--- config.mk ---
export PLATFORM = sky130hd
export DESIGN_NAME = char_grid_scanner_flat
export DESIGN_NICKNAME = d
export VERILOG_FILES = /design/src/rtl/char_grid_scanner_if.sv /design/src/rtl/char_grid_scanner.sv /design/src/flat_wrapper.sv
export SDC_FILE = /design/constraint.sdc
export NUM_CORES = 1
export LEC_CHECK = 0
export ABC_CLOCK_PERIOD_IN_PS = 8150
export CAP_MARGIN = 20
export CORE_MARGIN = 2
export CORE_UTILIZATION = 30
export CTS_CLUSTER_SIZE = 28
export DETAILED_ROUTE_END_ITERATION = 16
export GPL_ROUTABILITY_DRIVEN = 0
export PLACE_DENSITY = 0.61
export RECOVER_POWER = 100
export SLEW_MARGIN = 20
export SYNTH_ARGS = -nofsm -noshare
export SYNTH_HDL_FRONTEND = slang
export SYNTH_SLANG_ARGS = --single-unit
--- constraint.sdc ---
create_clock -name clk -period 8.15 [get_ports clk]
set_input_delay 1.63 -clock clk [delete_from_list [all_inputs] [get_ports clk]]
set_output_delay 1.63 -clock clk [all_outputs]
set_load 0.05 [all_outputs]
--- src/rtl/char_grid_scanner_if.sv ---
// Signal bundle between char_grid_scanner (master), its text RAM / font ROM and the glyph renderer.
interface char_grid_scanner_if;
    logic         start;
    logic [11:0]  text_addr;
    logic [29:0]  text_data;
    logic [7:0]   font_addr;
    logic [127:0] font_data;
    logic [4:0]   cursor_row;
    logic [6:0]   cursor_col;
    logic [127:0] shape;
    logic [8:0]   fg_color;
    logic [8:0]   bg_color;
    logic [3:0]   effect;
    logic         current_cursor;
    logic [19:0]  base_address;
    logic         font_ready;
    logic         render_done;
    logic         busy;
    logic         frame_done;

    modport master (
        input  start, text_data, font_data, cursor_row, cursor_col, render_done,
        output text_addr, font_addr, shape, fg_color, bg_color, effect,
               current_cursor, base_address, font_ready, busy, frame_done
    );

    modport slave (
        output start, text_data, font_data, cursor_row, cursor_col, render_done,
        input  text_addr, font_addr, shape, fg_color, bg_color, effect,
               current_cursor, base_address, font_ready, busy, frame_done
    );
endinterface

--- src/rtl/char_grid_scanner.sv ---
// Walks the text buffer row-major, fetches each cell and its glyph, and hands it to the renderer.
// Optional macro CURSOR_OVERLAY_EN enables the current_cursor flag; otherwise it is tied to 0.
module char_grid_scanner #(
    parameter int COLUMNS  = 80,
    parameter int ROWS     = 25,
    parameter int CHAR_W   = 8,
    parameter int CHAR_H   = 16,
    parameter int FONT_LAT = 2
) (
    input  logic                clk,
    input  logic                rst,
    char_grid_scanner_if.master bus
);
    localparam int               LAT_W    = (FONT_LAT > 1) ? $clog2(FONT_LAT) : 1;
    localparam logic [4:0]       LAST_ROW = 5'(ROWS - 1);
    localparam logic [6:0]       LAST_COL = 7'(COLUMNS - 1);
    localparam logic [19:0]      COL_STEP = 20'(CHAR_W);
    localparam logic [19:0]      ROW_STEP = 20'(CHAR_H * COLUMNS * CHAR_W);
    localparam logic [LAT_W-1:0] LAT_LOAD = LAT_W'(FONT_LAT - 1);

    typedef enum logic [2:0] {
        IDLE, TEXT_REQ, TEXT_WAIT, FONT_WAIT, HOLD, ISSUE, ACK_WAIT, FINISH
    } state_t;

    state_t           state_q, state_d;
    logic [4:0]       row_q, row_d;
    logic [6:0]       col_q, col_d;
    logic [11:0]      cell_q, cell_d;
    logic [19:0]      row_base_q, row_base_d;
    logic [19:0]      col_off_q, col_off_d;
    logic [LAT_W-1:0] lat_q, lat_d;
    logic [7:0]       font_addr_q, font_addr_d;
    logic [127:0]     shape_q, shape_d;
    logic [8:0]       fg_q, fg_d;
    logic [8:0]       bg_q, bg_d;
    logic [3:0]       effect_q, effect_d;
    logic             cursor_q, cursor_d;
    logic [19:0]      base_q, base_d;
    logic [7:0]       font_addr_c;
    logic             font_ready_c;
    logic             busy_c;
    logic             frame_done_c;
    logic             cursor_hit;
    logic             last_cell;

`ifdef CURSOR_OVERLAY_EN
    assign cursor_hit = (row_q == bus.cursor_row) && (col_q == bus.cursor_col);
`else
    assign cursor_hit = 1'b0;
`endif

    assign last_cell = (row_q == LAST_ROW) && (col_q == LAST_COL);

    always_ff @(posedge clk or posedge rst) begin
        if (rst) begin
            state_q     <= IDLE;
            row_q       <= '0;
            col_q       <= '0;
            cell_q      <= '0;
            row_base_q  <= '0;
            col_off_q   <= '0;
            lat_q       <= '0;
            font_addr_q <= '0;
            shape_q     <= '0;
            fg_q        <= '0;
            bg_q        <= '0;
            effect_q    <= '0;
            cursor_q    <= 1'b0;
            base_q      <= '0;
        end else begin
            state_q     <= state_d;
            row_q       <= row_d;
            col_q       <= col_d;
            cell_q      <= cell_d;
            row_base_q  <= row_base_d;
            col_off_q   <= col_off_d;
            lat_q       <= lat_d;
            font_addr_q <= font_addr_d;
            shape_q     <= shape_d;
            fg_q        <= fg_d;
            bg_q        <= bg_d;
            effect_q    <= effect_d;
            cursor_q    <= cursor_d;
            base_q      <= base_d;
        end
    end

    // font_addr is driven straight from text_data in TEXT_WAIT so the ROM latency
    // starts counting that cycle; afterwards the registered copy holds it steady.
    always_comb begin
        state_d      = state_q;
        row_d        = row_q;
        col_d        = col_q;
        cell_d       = cell_q;
        row_base_d   = row_base_q;
        col_off_d    = col_off_q;
        lat_d        = lat_q;
        font_addr_d  = font_addr_q;
        shape_d      = shape_q;
        fg_d         = fg_q;
        bg_d         = bg_q;
        effect_d     = effect_q;
        cursor_d     = cursor_q;
        base_d       = base_q;
        font_addr_c  = font_addr_q;
        font_ready_c = 1'b0;
        frame_done_c = 1'b0;
        busy_c       = 1'b1;

        unique case (state_q)
            IDLE: begin
                busy_c = 1'b0;
                if (bus.start) begin
                    row_d      = '0;
                    col_d      = '0;
                    cell_d     = '0;
                    row_base_d = '0;
                    col_off_d  = '0;
                    state_d    = TEXT_REQ;
                end
            end
            TEXT_REQ: begin
                state_d = TEXT_WAIT;
            end
            TEXT_WAIT: begin
                fg_d        = bus.text_data[16:8];
                bg_d        = bus.text_data[25:17];
                effect_d    = bus.text_data[29:26];
                font_addr_d = bus.text_data[7:0];
                font_addr_c = bus.text_data[7:0];
                cursor_d    = cursor_hit;
                base_d      = row_base_q + col_off_q;
                lat_d       = LAT_LOAD;
                state_d     = FONT_WAIT;
            end
            FONT_WAIT: begin
                if (lat_q == '0) begin
                    shape_d = bus.font_data;
                    state_d = HOLD;
                end else begin
                    lat_d = lat_q - LAT_W'(1);
                end
            end
            HOLD: begin
                if (bus.render_done) begin
                    state_d = ISSUE;
                end
            end
            ISSUE: begin
                font_ready_c = 1'b1;
                state_d      = ACK_WAIT;
            end
            // Waiting for render_done to fall keeps a done level left over from
            // the previous cell from being taken as acceptance of the next one.
            ACK_WAIT: begin
                if (!bus.render_done) begin
                    if (last_cell) begin
                        state_d = FINISH;
                    end else begin
                        cell_d = cell_q + 12'd1;
                        if (col_q == LAST_COL) begin
                            col_d      = '0;
                            col_off_d  = '0;
                            row_d      = row_q + 5'd1;
                            row_base_d = row_base_q + ROW_STEP;
                        end else begin
                            col_d     = col_q + 7'd1;
                            col_off_d = col_off_q + COL_STEP;
                        end
                        state_d = TEXT_REQ;
                    end
                end
            end
            FINISH: begin
                frame_done_c = 1'b1;
                busy_c       = 1'b0;
                state_d      = IDLE;
            end
            default: begin
                busy_c  = 1'b0;
                state_d = IDLE;
            end
        endcase
    end

    assign bus.text_addr      = cell_q;
    assign bus.font_addr      = font_addr_c;
    assign bus.shape          = shape_q;
    assign bus.fg_color       = fg_q;
    assign bus.bg_color       = bg_q;
    assign bus.effect         = effect_q;
    assign bus.current_cursor = cursor_q;
    assign bus.base_address   = base_q;
    assign bus.font_ready     = font_ready_c;
    assign bus.busy           = busy_c;
    assign bus.frame_done     = frame_done_c;
endmodule

--- src/flat_wrapper.sv ---
// flat-port wrapper written by rule: the top's interface ports become plain ports
module char_grid_scanner_flat 
#(
    parameter int COLUMNS  = 80,
    parameter int ROWS     = 25,
    parameter int CHAR_W   = 8,
    parameter int CHAR_H   = 16,
    parameter int FONT_LAT = 2
)
  (clk, rst, bus_start, bus_text_data, bus_font_data, bus_cursor_row, bus_cursor_col, bus_render_done, bus_text_addr, bus_font_addr, bus_shape, bus_fg_color, bus_bg_color, bus_effect, bus_current_cursor, bus_base_address, bus_font_ready, bus_busy, bus_frame_done);
  char_grid_scanner_if bus_i ();
  input  logic clk;
  input  logic rst;
  input wire logic [$bits(bus_i.start)-1:0] bus_start;
  input wire logic [$bits(bus_i.text_data)-1:0] bus_text_data;
  input wire logic [$bits(bus_i.font_data)-1:0] bus_font_data;
  input wire logic [$bits(bus_i.cursor_row)-1:0] bus_cursor_row;
  input wire logic [$bits(bus_i.cursor_col)-1:0] bus_cursor_col;
  input wire logic [$bits(bus_i.render_done)-1:0] bus_render_done;
  output wire logic [$bits(bus_i.text_addr)-1:0] bus_text_addr;
  output wire logic [$bits(bus_i.font_addr)-1:0] bus_font_addr;
  output wire logic [$bits(bus_i.shape)-1:0] bus_shape;
  output wire logic [$bits(bus_i.fg_color)-1:0] bus_fg_color;
  output wire logic [$bits(bus_i.bg_color)-1:0] bus_bg_color;
  output wire logic [$bits(bus_i.effect)-1:0] bus_effect;
  output wire logic [$bits(bus_i.current_cursor)-1:0] bus_current_cursor;
  output wire logic [$bits(bus_i.base_address)-1:0] bus_base_address;
  output wire logic [$bits(bus_i.font_ready)-1:0] bus_font_ready;
  output wire logic [$bits(bus_i.busy)-1:0] bus_busy;
  output wire logic [$bits(bus_i.frame_done)-1:0] bus_frame_done;
  assign bus_i.start = bus_start;
  assign bus_i.text_data = bus_text_data;
  assign bus_i.font_data = bus_font_data;
  assign bus_i.cursor_row = bus_cursor_row;
  assign bus_i.cursor_col = bus_cursor_col;
  assign bus_i.render_done = bus_render_done;
  assign bus_text_addr = bus_i.text_addr;
  assign bus_font_addr = bus_i.font_addr;
  assign bus_shape = bus_i.shape;
  assign bus_fg_color = bus_i.fg_color;
  assign bus_bg_color = bus_i.bg_color;
  assign bus_effect = bus_i.effect;
  assign bus_current_cursor = bus_i.current_cursor;
  assign bus_base_address = bus_i.base_address;
  assign bus_font_ready = bus_i.font_ready;
  assign bus_busy = bus_i.busy;
  assign bus_frame_done = bus_i.frame_done;
  char_grid_scanner #(.COLUMNS(COLUMNS), .ROWS(ROWS), .CHAR_W(CHAR_W), .CHAR_H(CHAR_H), .FONT_LAT(FONT_LAT)) u_core (.clk(clk), .rst(rst), .bus(bus_i));
endmodule
### Word-level counts from Yosys, hierarchy flattened

Cells that the tools add are included.

* add/subtract/negate cells: 7
* equality and inequality tests: 15
* multiplexer cells: 35
* bitwise logic cells: 1
* reduce and logical (&&, ||, !) cells: 9

Operators with widths (number)
* 20-bit 2-to-1 mux: 7
* 20-bit case mux with 2 select lines: 2
* 12-bit 2-to-1 mux: 3
* 7-bit 2-to-1 mux: 4
* 12-bit case mux with 2 select lines: 1
* 3-bit case mux with 8 select lines: 1
* 20-bit by 14-bit adder with 20-bit output (second input constant): 1
* 20-bit adder: 1
* 20-bit by 4-bit adder with 20-bit output (second input constant): 1
* 5-bit 2-to-1 mux: 4
* 3-bit 2-to-1 mux: 5
* 7-bit case mux with 2 select lines: 1
* 12-bit by 1-bit adder with 12-bit output (second input constant): 1
* 3-bit equality test (second input constant): 4
* 2-bit inequality test (second input constant): 5
* 5-bit case mux with 2 select lines: 1
* 8-bit 2-to-1 mux: 1
* 4-bit AND reduction: 2
* 7-bit by 1-bit adder with 7-bit output (second input constant): 1
* 7-bit equality test (second input constant): 1
* 3-bit by 2-bit equality test with 1-bit output (second input constant): 2
* 5-bit by 1-bit adder with 5-bit output (second input constant): 1
* 5-bit equality test (second input constant): 1
* 5-bit AND reduction: 1
* 11 further kinds: 15

* bits in registers: 246
* output and inout bits: 194
* word-level logic and storage cells: 80

### Logic depth before layout (Yosys ltp)

Gate-level depths: netlist (run 1).

* depth after elaboration: 5
* depth in mapped cells: 8
* mapped depth without buffers: 6

### Least setup slack after synthesis (run 1)

No wires, ideal clock.

* kind: input -> output
* from: in bus_text_data[0]
* to: out bus_font_addr[0]
* data arrival time: 2.020 ns
* slack: 4.500 ns
* stages on the path: 2
* cells stage by stage: nand2_1 -> nand2_1

* word-level cells in the longest chain between the ends: 1

Ends and longest elaborated chain
* start: declaration: line flat_wrapper.sv:15 `input wire logic [$bits(bus_i.text_data)-1:0] bus_text_data;`
* 8-bit 2-to-1 mux: line char_grid_scanner.sv:110 `unique case (state_q)`
* end: declaration: line flat_wrapper.sv:21 `output wire logic [$bits(bus_i.font_addr)-1:0] bus_font_addr;`

Every way passes these cells.

### Worst setup path in the final report (run 1)

* from: reg u_core.state_q[2]
* to: out bus_font_addr[5]

* word-level cells in the longest chain between the ends: 2

Ends and longest elaborated chain
* start: declaration: line char_grid_scanner.sv:25 `state_t state_q, state_d;`
* start signal: assignment: line char_grid_scanner.sv:71 `state_q <= state_d;`
* 3-bit by 2-bit equality test with 1-bit output: line char_grid_scanner.sv:110
* 8-bit 2-to-1 mux: line char_grid_scanner.sv:110

Every way passes these cells.

==> flow_metrics.py, run 1 <==
metrics = {
    "synth": {
        "synthFlopType": "dfrtp_1",
        "async_reset_ff_frac": 1.000,
        "ys_seq_area_frac": 0.5689,
        "yosysTopAreaCell": "dfrtp_1",
        "synth.avg_cell_area_um2": 11.47,
        "synth_top_area_share": 0.5689,
        "syn-instance-count": 878,
        "synth_seq_cells": 229,
        "synthTopCellsByCount": "dfrtp_1 (229), nand2_1 (150), mux2_2 (129), o21ai_0 (40)",
        "synth_area_leaders": "dfrtp_1 (57%), mux2_2 (14%), nand2_1 (5.6%)",
        "syn_area_um2": 10070,
        "ys_warn_count": 0,
        "synth_edf_count": 0,
        "yosys.cell_types.count": 60,
        "synth_most_common_cell": "dfrtp_1",
    },
    "power": {
        "power.density_nw_per_um2": 433.9,
        "power_leakage_nw": 6.419,
        "peakVddDrop_v": 0.0001889,
        "p_total_mw": 6.464,
    },
    "sta": {
        "fin_crit_ps": 5920,
        "tightest_slew_ps": 4947,
        "hold_viol_final": 0,
        "slew_headroom": -2.316,
        "layout_setup_ws_ps": 2230,
        "tns_ps": 0,
        "whs_ps": 468.8,
        "maxSlewViolCount": 314,
        "fin_worst_skew_ps": 8.352,
        "period_share": 0.7264,
        "fmax_ghz": 0.1689,
        "rsz0062_at_grt": "false",
        "setup_violations": 0,
    },
    "routing": {
        "drt_pass1_iterations": 4,
        "vias_per_cell": 4.783,
        "drc": 0,
        "finalWirelength_mm": 29.90,
        "drt-initial-drc-count": 435,
        "ant_nets": 0,
        "vias": 8083,
        "post_drt_wl_per_cell_um": 17.69,
    },
    "cts": {
        "h-tree-depth": 1,
        "root_buffer": "clkbuf_16",
        "cts_hold_buf": 0,
        "cts_setup_buffers": 0,
        "numCtsBuffers": 28,
        "clock-sinks": 229,
        "insertion_delay_ps": 540,
        "clkTransAtPathRegs_ps": 60,
        "clockBufferDepth": 3,
        "cts_tree": "built",
        "post_cts_resized": 0,
    },
    "layout": {
        "fin_cells": 1690,
        "drive_above_1_share": 0.1484,
        "utilization": 0.4476,
        "area_delta_synth_final_pct": 47.90,
        "nets": 1410,
        "design_area_um2": 14900,
    },
    "placement": {
        "dpl.hpwl_mm": 21.48,
        "dpl_cell_area_um2": 14020,
        "dp_worst_setup_slack_ps": 3466,
        "io_buffer_count": 351,
        "place_inst": 1638,
    },
    "critical_path": {
        "end_kind": "output port",
        "cp-start-kind": "flip-flop",
        "reg2reg_depth": 5,
        "path_class": "flip-flop to output port",
        "crit_required_ps": 6520,
        "cp.arrival_ps": 4290,
        "cp_max_fo": 50,
    },
    "floorplanning": {
        "die_h_um": 187.2,
        "dieArea_um2": 35060,
        "core_area_um2": 33280,
        "rows": 67,
        "start_util": 0.3026,
        "die_w_um": 187.2,
        "io_pins": 368,
    },
    "status": {
        "failed_checks": "max-capacitance violations, max-slew violations",
        "status": "finished with violations",
    },
    "grt": {
        "overflow": 0,
        "antenna_found_initial": 2,
        "grt_pass1_vias": 8110,
        "grt_pass1_wl_mm": 47.38,
        "track_usage": 0.1685,
        "grt_max_degree": 112,
    },
    "run": {
        "maxCapViolations": 5,
    },
    "worst_hold_path": {
        "hp-class": "flip-flop to flip-flop",
        "whs_path_depth": 2,
    },
}
[layout by cell type, fill, tap and decap left out, types with 12 or more instances in the layout]
master / synthesis / routed
nand2_1: 150 / 150
nor2_1: 19 / 19
o31ai_1: 19 / 19
dfrtp_1: 229 / 229
o21ai_0: 40 / 40
nand4_1: 12 / 12
dlygate4sd3_1: 0 / 193
a21oi_1: 15 / 15
mux2_2: 129 / 129
clkbuf_16: 0 / 29
nor3_1: 20 / 20
ha_1: 16 / 16
clkdlybuf4s50_1: 0 / 158
nand3_1: 34 / 34
clkbuf_1: 34 / 12
[critical path, cell delays in order, from the launching register on]
cell	delay [ps]
dfrtp_1	600
or3b_2	380
clkbuf_1	1560
nand2_1	150
nand2_1	160
dlygate4sd3_1	880
[registers in the layout (all words and copies together), names as in the netlist]
signal                   count
u_core.bus.effect            4
u_core.col_q                 7
u_core.state_q               3
u_core.bus.fg_color          9
u_core.row_base_q            9
u_core.font_addr_q           8
u_core.bus.bg_color          9
u_core.bus.shape           128
u_core.bus.text_addr        12
u_core.bus.base_address     17
u_core.row_q                 5
u_core.lat_q                 1
u_core.col_off_q            17
[report_power, final]
| group | internal, mW | switching [mW] |
|---|---|---|
| clock network | 0.742 | 0.479 |
| registers | 1.59 | 0.240 |
| logic | 1.12 | 2.30 |
| total | 3.45 | 3.01 |
[area by class of cell]
class,count,area (um^2)
Multi-Input combinational cell,587,4065
Tap cell,448,560.5
Clock inverter,7,63.81
Inverter,12,46.29
Clock buffer,43,848.3
Fill cell,3169,18380
Timing Repair Buffer,362,3577
Antenna cell,2,5.005
Sequential cell,229,5731
[path summary, 6_finish.rpt]
kind                                       from                   end  slack [ps]
max                           u_core.state_q[2]      bus_font_addr[5]        2230
max reg2reg                   u_core.state_q[1]  u_core.bus.shape[52]        2800
max in group asynchronous                   rst   u_core.bus.shape[1]        2520
min in group asynchronous                   rst  u_core.bus.shape[77]        3090
min                        u_core.bus.effect[3]  u_core.bus.effect[3]         470
min reg2reg                u_core.bus.effect[3]  u_core.bus.effect[3]         470
[per-layer routing]
metal	vias to the layer above	GRT usage	routed length (um)
met5	-	0	0
met3	48	0.03846	1962
met1	3950	0.2218	12980
li1	3829	-	-
met4	0	0.04640	706
met2	256	0.2791	14250
[logic make-up (layout without fill, tap and decap cells)]
family	count (synthesis)	after routing	synth area share
XOR/XNOR	9	9	0.007827
AND/OR/NAND/NOR	284	284	0.1327
adder cells (fa/ha/maj)	16	16	0.01988
AO/OA/AOI/OAI	137	137	0.09168
multiplexers	135	135	0.1502
other	1	8	0.0003723
buffers and inverters	67	424	0.02845
flip-flops	229	229	0.5689
No activity file was read; power rests on OpenSTA's default activity.
==> run 2: changes to the inputs <==
--- a/config.mk
+++ b/config.mk
@@ -5,7 +5,7 @@
 export SDC_FILE = /design/constraint.sdc
 export NUM_CORES = 1
 export LEC_CHECK = 0
-export ABC_CLOCK_PERIOD_IN_PS = 8150
+export ABC_CLOCK_PERIOD_IN_PS = 4800
 export CAP_MARGIN = 20
 export CORE_MARGIN = 2
 export CORE_UTILIZATION = 30
==> constraint.sdc (replaced) <==
create_clock -name clk -period 4.8 [get_ports clk]
set_input_delay 0.96 -clock clk [delete_from_list [all_inputs] [get_ports clk]]
set_output_delay 0.96 -clock clk [all_outputs]
set_load 0.05 [all_outputs]
==> run 2 against run 1 <==
The run still ends with max-capacitance violations, max-slew violations left. Worst setup slack lost 1700 ps. Largest power group unchanged. First-iteration DRC count grew 14%. Critical endpoint is now u_core.bus.shape[41]. Clock skew grew 4.4 ps. Combinational power grew 71%. Sequential share of layout area grew 0.15 points. Highest routed layer unchanged. Critical path depth shrank 1.
==> flow_metrics.py, run 2 (same netlist as run 1, synthesis figures left out) <==
metrics = {
    "layout": {
        "nets": 1412,
        "multiInputGateArea_um2": 4081,
        "design_area_um2": 14840,
        "regArea_um2": 5731,
        "drive_above_1_share": 0.1444,
        "area_delta_synth_final_pct": 47.33,
        "mostFrequentLayoutCells": "dfrtp_1 (229), dlygate4sd3_1 (193), clkdlybuf4s50_1 (158), nand2_1 (150), mux2_2 (129)",
        "diodes": 0,
        "largest_reg_flops": 128,
        "mostFrequentLayoutCell": "dfrtp_1",
        "fillers": 3138,
    },
    "grt": {
        "grt_max_degree": 130,
        "grt_pass1_vias": 7992,
        "antenna_found_initial": 0,
        "overflow": 0,
        "track_usage": 0.1665,
        "grt_pass1_wl_mm": 46.58,
    },
    "worst_hold_path": {
        "hp-class": "flip-flop to flip-flop",
    },
    "placement": {
        "dpl_cell_area_um2": 14080,
        "io_buffer_count": 351,
        "dpl.hpwl_mm": 21.73,
    },
    "cts": {
        "cts_setup_buffers": 0,
        "insertion_delay_ps": 520,
        "cts_hold_buf": 0,
        "clockBufferDepth": 3,
        "cts_tree": "built",
        "root_buffer": "clkbuf_16",
        "h-tree-depth": 1,
        "numCtsBuffers": 27,
        "clock-sinks": 229,
        "clkTransAtPathRegs_ps": 60,
        "post_cts_resized": 0,
    },
    "floorplanning": {
        "die_w_um": 187.2,
        "dieArea_um2": 35060,
        "io_pins": 368,
        "die_h_um": 187.2,
        "core_area_um2": 33280,
        "rows": 67,
        "start_util": 0.3026,
    },
    "routing": {
        "vias": 8083,
        "drt-initial-drc-count": 496,
        "finalWirelength_mm": 29.92,
        "vias_per_cell": 4.789,
        "ant_nets": 0,
        "drt_pass1_iterations": 5,
        "drc": 0,
        "post_drt_wl_per_cell_um": 17.72,
    },
    "power": {
        "power_leakage_nw": 6.380,
        "switchingPower_mw": 5.088,
        "internal_power_mw": 5.785,
        "p_clk_frac": 0.178,
        "peakVddDrop_v": 0.0003833,
        "power.density_nw_per_um2": 732.7,
        "netSwitchingFraction": 0.4679,
        "power_frac_comb": 0.537,
        "p_seq_frac": 0.285,
    },
    "run": {
        "maxCapViolations": 4,
    },
    "sta": {
        "setup_violations": 0,
        "tns_ps": 0,
        "hold_viol_final": 0,
        "tightest_slew_ps": 3390,
        "fmax_ghz": 0.2359,
        "period_share": 0.8832,
        "rsz0062_at_grt": "false",
        "maxSlewViolCount": 193,
        "fin_worst_skew_ps": 12.75,
        "slew_headroom": -1.260,
        "whs_ps": 467.0,
        "fin_crit_ps": 4239,
    },
    "critical_path": {
        "end_kind": "flip-flop",
        "path_class": "flip-flop to flip-flop",
        "cp_max_fo": 129,
        "crit_required_ps": 5180,
        "cp.arrival_ps": 4620,
        "cp-start-kind": "flip-flop",
    },
    "status": {
        "status": "finished with violations",
        "failed_checks": "max-capacitance violations, max-slew violations",
    },
}
[run 2: per-layer routing]
metal	GRT usage	wire length, um	vias to the layer above	share of wire
met4	0.03083	505	0	0.017
met2	0.2780	14050	306	0.47
li1	-	-	3825	-
met5	0	0	-	0
met1	0.2207	13080	3914	0.44
met3	0.04221	2289	38	0.077
[run 2: cell type report]
class | count | share of cell area
well taps | 448 | 0.03777
clock buffers | 45 | 0.05548
clock inverters | 2 | 0.0009275
inverters | 12 | 0.003120
multi-input cells | 587 | 0.2750
repair buffers | 365 | 0.2415
flip-flops and latches | 229 | 0.3862
[run 2: worst paths after layout]
path	from	to	slack, ps	depth (start not counted)
max	u_core.state_q[1]	u_core.bus.shape[41]	560	4
min	u_core.bus.base_address[11]	u_core.bus.base_address[11]	470	2
max reg2reg	u_core.state_q[1]	u_core.bus.shape[41]	560	4
min reg2reg	u_core.bus.base_address[11]	u_core.bus.base_address[11]	470	2
max in group asynchronous	rst	u_core.font_addr_q[4]	970	4
min in group asynchronous	rst	u_core.bus.shape[115]	990	2
[run 2: worst max-delay path, stage by stage (launching register included)]
cell and delay (ps):
dfrtp_1 560, inv_1 210, nor4b_2 310, clkbuf_2 2250, mux2_2 500
[run 2: power groups by stage]
stage	sequential, mW	combinational (mW)	clock, mW
6_report	3.10	5.84	1.93
5_1_grt	3.22	6.13	2.07
4_1_cts	3.14	6.13	2.00
3_5_place_dp	3.17	6.11	0
3_3_place_gp	3.14	6.07	0
2_1_floorplan	5.49	1.64	0
[run 2: through the flow]
stage | util | std cells | power [mW] | setup slack (ps)
floorplan | - | 883 | 7.132 | 846.0
global placement | 0.4229 | 1640 | 9.207 | 1262
detailed placement | 0.4231 | 1640 | 9.282 | 1142
CTS | 0.4482 | 1687 | 11.27 | 577.3
global route | 0.4459 | 1688 | 11.41 | 221.9
finish | 0.4459 | 1688 | 10.87 | 560.6
